**src/rtl/quadrature_encoder_reader.sv**
```systemverilog
// Avalon-MM quadrature encoder reader: synchronizes and glitch-filters A/B/I, x4-decodes
// into a signed 32-bit position, latches on index, measures velocity and counts errors.
module quadrature_encoder_reader (
    input  logic        csi_MCLK_clk,
    input  logic        rsi_MRST_reset,
    input  logic [31:0] avs_ctrl_writedata,
    output logic [31:0] avs_ctrl_readdata,
    input  logic [3:0]  avs_ctrl_byteenable,
    input  logic [2:0]  avs_ctrl_address,
    input  logic        avs_ctrl_write,
    input  logic        avs_ctrl_read,
    output logic        avs_ctrl_waitrequest,
    input  logic        ENC_A,
    input  logic        ENC_B,
    input  logic        ENC_I
);
    localparam logic [2:0] ADDR_POSITION   = 3'd0;
    localparam logic [2:0] ADDR_CONTROL    = 3'd1;
    localparam logic [2:0] ADDR_FILTER     = 3'd2;
    localparam logic [2:0] ADDR_VEL_PERIOD = 3'd3;
    localparam logic [2:0] ADDR_VELOCITY   = 3'd4;
    localparam logic [2:0] ADDR_INDEX_POS  = 3'd5;
    localparam logic [2:0] ADDR_STATUS     = 3'd6;

    logic [2:0]  r_sync1;
    logic [2:0]  r_sync2;
    logic [2:0]  w_filt;
    logic [7:0]  r_filter_len;
    logic        r_enable;
    logic        r_invert;
    logic        r_clr_on_index;
    logic [31:0] r_position;
    logic [31:0] r_index_pos;
    logic [31:0] r_vel_period;
    logic [31:0] r_vel_cnt;
    logic [31:0] r_vel_acc;
    logic [31:0] r_velocity;
    logic [1:0]  r_ab_prev;
    logic        r_i_prev;
    logic        r_dir;
    logic        r_index_seen;
    logic [7:0]  r_err_cnt;
    logic [31:0] r_readdata;

    logic        w_wr_position;
    logic        w_wr_control;
    logic        w_wr_filter;
    logic        w_wr_vel_period;
    logic        w_wr_status;
    logic [1:0]  w_ab_cur;
    logic        w_fwd;
    logic        w_rev;
    logic        w_up;
    logic        w_dn;
    logic        w_err;
    logic        w_index_rise;
    logic [31:0] w_step;
    logic [31:0] w_rd_mux;

    function automatic logic [31:0] f_merge(input logic [31:0] old_val,
                                            input logic [31:0] new_val,
                                            input logic [3:0]  be);
        logic [31:0] res;
        res = old_val;
        for (int b = 0; b < 4; b++) begin
            if (be[b]) res[b*8 +: 8] = new_val[b*8 +: 8];
        end
        return res;
    endfunction

    assign avs_ctrl_waitrequest = 1'b0;
    assign avs_ctrl_readdata    = r_readdata;

    assign w_wr_position   = avs_ctrl_write && (avs_ctrl_address == ADDR_POSITION);
    assign w_wr_control    = avs_ctrl_write && (avs_ctrl_address == ADDR_CONTROL);
    assign w_wr_filter     = avs_ctrl_write && (avs_ctrl_address == ADDR_FILTER);
    assign w_wr_vel_period = avs_ctrl_write && (avs_ctrl_address == ADDR_VEL_PERIOD);
    assign w_wr_status     = avs_ctrl_write && (avs_ctrl_address == ADDR_STATUS);

    // Two-flop synchronizer; bit 0 = A, bit 1 = B, bit 2 = I
    always_ff @(posedge csi_MCLK_clk) begin
        if (rsi_MRST_reset) begin
            r_sync1 <= '0;
            r_sync2 <= '0;
        end else begin
            r_sync1 <= {ENC_I, ENC_B, ENC_A};
            r_sync2 <= r_sync1;
        end
    end

    genvar gi;
    generate
        for (gi = 0; gi < 3; gi++) begin : g_filter
            logic [7:0] r_cnt;
            logic       r_val;
            always_ff @(posedge csi_MCLK_clk) begin
                if (rsi_MRST_reset) begin
                    r_cnt <= '0;
                    r_val <= 1'b0;
                end else if (r_sync2[gi] != r_val) begin
                    if (r_cnt == r_filter_len) begin
                        r_val <= r_sync2[gi];
                        r_cnt <= '0;
                    end else begin
                        r_cnt <= r_cnt + 8'd1;
                    end
                end else begin
                    r_cnt <= '0;
                end
            end
            assign w_filt[gi] = r_val;
        end
    endgenerate

    // Forward order on {A,B} is 00 -> 10 -> 11 -> 01 -> 00
    assign w_ab_cur = {w_filt[0], w_filt[1]};
    assign w_fwd = ((r_ab_prev == 2'b00) && (w_ab_cur == 2'b10)) ||
                   ((r_ab_prev == 2'b10) && (w_ab_cur == 2'b11)) ||
                   ((r_ab_prev == 2'b11) && (w_ab_cur == 2'b01)) ||
                   ((r_ab_prev == 2'b01) && (w_ab_cur == 2'b00));
    assign w_rev = ((r_ab_prev == 2'b10) && (w_ab_cur == 2'b00)) ||
                   ((r_ab_prev == 2'b11) && (w_ab_cur == 2'b10)) ||
                   ((r_ab_prev == 2'b01) && (w_ab_cur == 2'b11)) ||
                   ((r_ab_prev == 2'b00) && (w_ab_cur == 2'b01));
    assign w_up  = r_enable && ((w_fwd && !r_invert) || (w_rev && r_invert));
    assign w_dn  = r_enable && ((w_rev && !r_invert) || (w_fwd && r_invert));
    assign w_err = r_enable && ((r_ab_prev ^ w_ab_cur) == 2'b11);
    assign w_index_rise = r_enable && w_filt[2] && !r_i_prev;
    assign w_step = w_up ? 32'h0000_0001 : (w_dn ? 32'hFFFF_FFFF : 32'h0000_0000);

    always_ff @(posedge csi_MCLK_clk) begin
        if (rsi_MRST_reset) begin
            r_filter_len   <= '0;
            r_enable       <= 1'b0;
            r_invert       <= 1'b0;
            r_clr_on_index <= 1'b0;
        end else begin
            if (w_wr_control) begin
                r_enable       <= avs_ctrl_writedata[0];
                r_invert       <= avs_ctrl_writedata[1];
                r_clr_on_index <= avs_ctrl_writedata[2];
            end
            if (w_wr_filter && avs_ctrl_byteenable[0]) begin
                r_filter_len <= avs_ctrl_writedata[7:0];
            end
        end
    end

    // Position: bus write beats index clear, which beats the decoded step
    always_ff @(posedge csi_MCLK_clk) begin
        if (rsi_MRST_reset) begin
            r_position   <= '0;
            r_index_pos  <= '0;
            r_ab_prev    <= '0;
            r_i_prev     <= 1'b0;
            r_dir        <= 1'b0;
            r_index_seen <= 1'b0;
            r_err_cnt    <= '0;
        end else begin
            r_ab_prev <= w_ab_cur;
            r_i_prev  <= w_filt[2];
            if (w_wr_position) begin
                r_position <= f_merge(r_position, avs_ctrl_writedata, avs_ctrl_byteenable);
            end else if (w_index_rise && r_clr_on_index) begin
                r_position <= '0;
            end else begin
                r_position <= r_position + w_step;
            end
            if (w_index_rise) begin
                r_index_pos <= r_position;
            end
            if (w_up || w_dn) begin
                r_dir <= w_up;
            end
            if (w_wr_status && avs_ctrl_writedata[1]) begin
                r_index_seen <= 1'b0;
            end else if (w_index_rise) begin
                r_index_seen <= 1'b1;
            end
            if (w_wr_status && avs_ctrl_writedata[2]) begin
                r_err_cnt <= '0;
            end else if (w_err && (r_err_cnt != 8'hFF)) begin
                r_err_cnt <= r_err_cnt + 8'd1;
            end
        end
    end

    // Velocity window: the counter is loaded with P and expires on the cycle it reads 1
    always_ff @(posedge csi_MCLK_clk) begin
        if (rsi_MRST_reset) begin
            r_vel_period <= '0;
            r_vel_cnt    <= '0;
            r_vel_acc    <= '0;
            r_velocity   <= '0;
        end else if (w_wr_vel_period) begin
            r_vel_period <= f_merge(r_vel_period, avs_ctrl_writedata, avs_ctrl_byteenable);
            r_vel_cnt    <= f_merge(r_vel_period, avs_ctrl_writedata, avs_ctrl_byteenable);
            r_vel_acc    <= '0;
        end else if (r_vel_period == 32'd0) begin
            r_vel_cnt <= '0;
            r_vel_acc <= '0;
        end else if (r_vel_cnt <= 32'd1) begin
            r_velocity <= r_vel_acc + w_step;
            r_vel_acc  <= '0;
            r_vel_cnt  <= r_vel_period;
        end else begin
            r_vel_acc <= r_vel_acc + w_step;
            r_vel_cnt <= r_vel_cnt - 32'd1;
        end
    end

    always_comb begin
        w_rd_mux = 32'h0000_0000;
        case (avs_ctrl_address)
            ADDR_POSITION:   w_rd_mux = r_position;
            ADDR_CONTROL:    w_rd_mux = {29'd0, r_clr_on_index, r_invert, r_enable};
            ADDR_FILTER:     w_rd_mux = {24'd0, r_filter_len};
            ADDR_VEL_PERIOD: w_rd_mux = r_vel_period;
            ADDR_VELOCITY:   w_rd_mux = r_velocity;
            ADDR_INDEX_POS:  w_rd_mux = r_index_pos;
            ADDR_STATUS:     w_rd_mux = {16'd0, r_err_cnt, 6'd0, r_index_seen, r_dir};
            default:         w_rd_mux = 32'h0000_0000;
        endcase
    end

    always_ff @(posedge csi_MCLK_clk) begin
        if (rsi_MRST_reset) begin
            r_readdata <= '0;
        end else if (!avs_ctrl_write && avs_ctrl_read) begin
            r_readdata <= w_rd_mux;
        end
    end

endmodule

```
**config.mk**
```make
export PLATFORM = sky130hd
export DESIGN_NAME = quadrature_encoder_reader
export DESIGN_NICKNAME = d
export VERILOG_FILES = /design/src/rtl/quadrature_encoder_reader.sv
export SDC_FILE = /design/constraint.sdc
export NUM_CORES = 1
export LEC_CHECK = 0
export CORE_UTILIZATION = 55
export DETAILED_ROUTE_END_ITERATION = 10
export PLACE_DENSITY = 0.76
export SLEW_MARGIN = 20
export SYNTH_ARGS = -nofsm -noshare
export SYNTH_HDL_FRONTEND = slang
export SYNTH_SLANG_ARGS = --single-unit
```
**constraint.sdc**
```tcl
create_clock -name csi_MCLK_clk -period 7.7 [get_ports csi_MCLK_clk]
set_input_delay 1.925 -clock csi_MCLK_clk [delete_from_list [all_inputs] [get_ports csi_MCLK_clk]]
set_output_delay 1.925 -clock csi_MCLK_clk [all_outputs]
set_load 0.05 [all_outputs]
```
After elaboration in Yosys (flattened, before gate mapping) --
Cells that the tools add are included.
Word-level totals: register bits after elaboration 281, input bits 46, logic and storage cells 135
Cells by class: mux-type cells 16, bitwise logic cells 6, reduce and logical (&&, ||, !) cells 54, magnitude comparators 1, eq/ne operators 24, add/sub/neg operators 7
Operators by type and width (number):
- 32-bit 2-to-1 mux | 7
- 32-bit case mux with 7 select lines | 1
- 32-bit adder | 2
- 8-bit 2-to-1 mux | 8
- 8-bit by 1-bit adder with 8-bit output, second input constant | 4
- 32-bit by 1-bit <= comparator with 1-bit output, second input constant | 1
- 32-bit logical NOT | 1
- 32-bit by 1-bit subtractor with 32-bit output, second input constant | 1
- 1-bit logical AND | 28
- 8-bit == test | 3
- 2-bit == test, second input constant | 5
- 3-bit == test, second input constant | 3
- 1-bit logical OR | 9
- 3-bit OR reduction | 3
- 2-bit != test, second input constant | 4
- 8-bit != test, second input constant | 1
- 3-bit by 2-bit == test with 1-bit output, second input constant | 2
- 2-bit AND reduction | 3
- 1-bit inverter | 5
- 2-bit by 1-bit == test with 1-bit output, second input constant | 2
- 2-bit logical NOT | 2
- 2-bit OR reduction | 2
- 4-bit OR reduction | 1
- 3-bit by 1-bit == test with 1-bit output, second input constant | 1
- 5 further kinds | 9

Logic depth before layout (Yosys ltp) --
word-level depth 13, depth in mapped cells 16, gate-level depth less buffers 14

Worst setup path after synthesis --
OpenSTA, ideal clock, no wires.
kind flip-flop to flip-flop, start register g_filter[1].r_val, end register r_velocity[31], buffers on the path 1, setup slack 3160 ps, required time 7614 ps, cell stages (with the launch flop) 16, arrival 4454 ps, setup time 86 ps, path through dfxtp_1 clkbuf_1 xor2_1 nand2_1 o21ai_0 nand2_1 inv_1 ha_1 a211oi_1 o21ai_1 a41oi_1 or4_1 a21oi_1 or4_1 and4_1 a211oi_1
Between the ends: longest elaborated chain between the ends 11, elaborated cells between the ends (all ways) 29, classes of those cells add/sub: 1; eq/ne: 3; mux: 2; reduce/logical: 23
Ends and longest elaborated chain:
- from (decl) | line 95 | logic r_val;
- from (signal assigned) | line 102 | r_val <= r_sync2[gi];
- 2-bit == test (tied with other cells) | line 117, 122
- 1-bit logical AND (on tied branches)
- 1-bit logical OR (on tied branches) | line 121, 117
- 1-bit logical OR (on tied branches) | line 122, 118
- 1-bit logical OR (on tied branches) | line 123, 119
- 1-bit logical AND | line 126 | assign w_dn = r_enable && ((w_rev && !r_invert) || (w_fwd && r_invert));
- 1-bit logical OR | line 126
- 1-bit logical AND | line 126
- 32-bit 2-to-1 mux | line 129 | assign w_step = w_up ? 32'h0000_0001 : (w_dn ? 32'hFFFF_FFFF : 32'h0000_0000);
- 32-bit 2-to-1 mux (*) | line 129
- 32-bit adder (*) | line 203 | r_velocity <= r_vel_acc + w_step;
- to (signal assigned) | line 203
- to (decl) | line 37 | logic [31:0] r_velocity;
Mark *: on every way between the ends. The rest lies on a longest branch, timed or not. A chain may end at the register's enable or synchronous reset.

Worst setup path after layout --
Same ends and word-level chain as after synthesis.

==> metrics.md <==
| Metric | Value |
|---|---|
| Initial DRC count | 1343 |
| Slew @ Worst Pin | 1.10 ns |
| CP Max Fanout | 32 |
| Diodes inserted | 0 |
| Vias after detailed routing | 14400 |
| Setup repair bufs after CTS | 0 |
| Synthesized area per cell | 8.12 µm² |
| Post-CTS resize count | 0 |
| Hold Crit Class | flop to flop |
| IO Pins | 79 |
| Cts bufs inserted | 31 |
| Number of global-route vias before repair | 13500 |
| Critical-path top delay cell | inv_2 |
| Worst path cell trace | xor2_1, nand2_1, o21ai_0, nand2_1, inv_2, buf_4, ha_1, a211oi_1, o21ai_1, a41oi_1, or4_1, a21oi_1, or4_1, and4_1, a211oi_1 |
| Number of port buffers | 77 |
| Post-synth ARST share | 0% |
| Mapped cell area | 15500 µm² |
| Crit Path Category | flop to flop |
| # nets final | 2027 |
| DRC Markers | 0 |
| Max-cap violation count | 0 |
| Number of synthesized register bits | 281 |
| Die Area | 28800 µm² |
| Synth warnings | 0 |
| Core ar. | 27300 µm² |
| CTS sink cnt | 281 |
| Longest Clk Path Bufs | 3 |
| Final setup violation count | 0 |
| Synth Flop Type | dfxtp_1 |
| Antenna Nets Post-Route | 0 |
| Vias per inst | 6.26 |
| Largest net degree at the start of global routing | 113 |
| Die height | 170 µm |
| Arr. time, crit path | 5.61 ns |
| H-Tree Depth | 1 |
| Crit end category | flop |
| Post-DP HPWL | 31400 µm |
| Clk root buf | clkbuf_16 |
| Fin. max-slew vios | 0 |
| RSZ-0062 raised after global routing | no |
| Cell variety after synth | 77 |
| First-pass GRT wire length | 70500 µm |
| Gr ovfl total | 0 |
| GPL Wtd Cong | 0.947 |
| Fin crit period | 5.14 ns |
| Sequential cell area fraction in the yosys report | 36.4% |
| Cell count after synthesis | 1902 |
| Setup total negative slack | 0 ns |
| Gr usage total | 30.6% |
| # hold bufs at CTS | 0 |
| Layout cells sized above 1 | 4.55% |
| Initial antenna violation count | 0 |
| Final Hold Viols | 0 |
| CP peak stage delay | 0.64 ns |
| Total nets after synthesis | 2018 |
| Die Wd | 170 µm |
| Power Density | 253 nW/µm² |
| Initial Util | 56.7% |
| Status | completed |
| Worst ir drop on vdd | 0.161 mV |
| Worst-path clk slew | 0.06 ns |
| # rows | 60 |
| Pwr Total | 0.00441 W |
| Period utilisation layout | 66.7% |
| Startpoint class of the critical path | flop |
| Req. time, crit path | 8.17 ns |
| CTS tree | done |
| Post-synth EDFFs | 0 |
| DRT Wirelength | 44700 µm |
| Fmax | 195 MHz |
| LEAKAGE | 6.92 nW |
| DR WL/cell | 19.4 µm |
| Post-Route Skew | 0.00963 ns |
| Detailed Routing Iterations Pass 1 | 6 |
| Area Overhead vs Synth | 12.8% |
| Clock Latency Late Sink | 0.56 ns |
| Slew margin rel. | 25.3% |
critical path: cells and delay by family, from the launching register on:
| family | cells | cell delay (ns) |
|---|---|---|
| xor+xnor | 1 | 0.22 |
| compound gates | 6 | 1.45 |
| fa+ha+maj | 1 | 0.33 |
| flops | 1 | 0.46 |
| simple gates | 5 | 1.44 |
| buf+inv | 2 | 1.13 |
state kept, by name, indices dropped and copies added (netlist names), 2 cells and up:
register / flops
g_filter.r_cnt: 24
r_sync1: 3
r_velocity: 32
r_ab_prev: 2
r_filter_len: 8
r_vel_acc: 32
r_vel_cnt: 32
r_position: 32
r_sync2: 3
g_filter.r_val: 3
avs_ctrl_readdata: 32
r_vel_period: 32
r_index_pos: 32
r_err_cnt: 8
cell families (layout without fill, tap and decap cells):
kind of cell | Yosys count | after routing | share of synthesized area, %
compound gates | 525 | 525 | 21.9
xor+xnor | 118 | 118 | 6.69
mux | 73 | 73 | 4.91
fa+ha+maj | 70 | 70 | 5.77
buf+inv | 145 | 178 | 3.69
flops | 281 | 281 | 36.4
other cells | 1 | 1 | 0.0243
simple gates | 689 | 689 | 20.6
layout make-up:
class                      instances  area [µm²]
inverter                          29         109
fill                            2389        9820
clock inverter                    15         203
sequential                       281        5630
clock buffer                      42         877
tap                              372         465
timing repair buffer              92         885
multi-input combinational       1476        9270
where the power goes:
group / internal [W] / switching, W / total (W) / leakage (nW)
Sequential: 0.00154 / 0.0000891 / 0.00163 / 2.27
Clock: 0.000960 / 0.000606 / 0.00157 / 0.537
Combinational: 0.000455 / 0.000762 / 0.00122 / 4.11
Total: 0.00295 / 0.00146 / 0.00441 / 6.92
stage by stage:
stage / area (µm²) / hold WS, ns / worst slack, ns / std cells / utilization (%)
finish: 17400 / 0.440 / 2.56 / 2307 / 64.0
global route: 17400 / 0.466 / 2.12 / 2307 / 64.0
CTS: 17400 / 0.448 / 2.57 / 2307 / 64.0
detailed placement: 16400 / 0.437 / 2.37 / 2250 / 60.0
global placement: 16400 / 0.428 / 2.48 / 2250 / 60.0
floorplan: 15500 / 0.414 / 3.16 / 1902 / -
synthesized netlist by cell type, types with 7 or more instances:
master    number  area (µm²)
o211ai_1       8        60.1
nor4_1        16         100
xnor2_1       58         508
o21bai_1      10        75.1
nand4_1       23         144
o21a_1        21         158
a21boi_0      13        97.6
a31oi_1        7        43.8
o22ai_1       14        87.6
a222oi_1      17         170
inv_1         28         105
dfxtp_1      281        5630
clkbuf_1      94         353
a211oi_1      21         158
xor2_1        60         526
nand2_1      211         792
nor3b_1       10        75.1
and3_1        25         156
nor3_1        33         165
nor2b_1       15        93.8
buf_1         13        48.8
o21ai_0       54         270
a21o_1        40         300
a221oi_1      11        96.3
a21oi_1      208        1040
mux2i_1       68         681
or3_1         13        81.3
ha_1          68         851
nor2_1       233         875
a22oi_1       47         353
nand3_1       54         270
nand2b_1      12        75.1
and2_1        13        81.3
per-layer routing:
layer | global-route usage [%] | wire [µm] | share of wire, % | vias to the layer above
li1 | - | - | - | 6886
met1 | 38.8 | 18600 | 42 | 6777
met2 | 50.9 | 20700 | 46 | 621
met3 | 4.08 | 3010 | 6.7 | 152
met4 | 15.7 | 2390 | 5.4 | 0
met5 | 0 | 0 | 0 | -
final timing paths:
path	to	cells after the start	startpoint	slack [ns]
max	r_velocity[31]	15	g_filter[1].r_val	2.56
min	r_sync2[0]	1	r_sync1[0]	0.44
max reg2reg	r_velocity[31]	15	g_filter[1].r_val	2.56
min reg2reg	r_sync2[0]	1	r_sync1[0]	0.44
cell usage in the layout, fill, tap and decap left out, types with 13 or more instances in the layout:
cell type	instances
ha_1	68
nand3_1	54
nor3_1	33
a222oi_1	17
buf_4	15
and2_1	13
nand4_1	23
inv_1	27
nor4_1	16
xnor2_1	58
a21oi_1	208
o21ai_0	54
nor2_1	231
o21a_1	21
nand2_1	211
a22oi_1	47
clkbuf_16	31
mux2i_1	68
o22ai_1	14
or3_1	13
dfxtp_1	281
a21o_1	40
clkdlybuf4s50_1	76
nor2b_1	14
and3_1	25
a21boi_0	13
a211oi_1	21
xor2_1	60
Note: power is estimated with default switching activity, not from simulation.
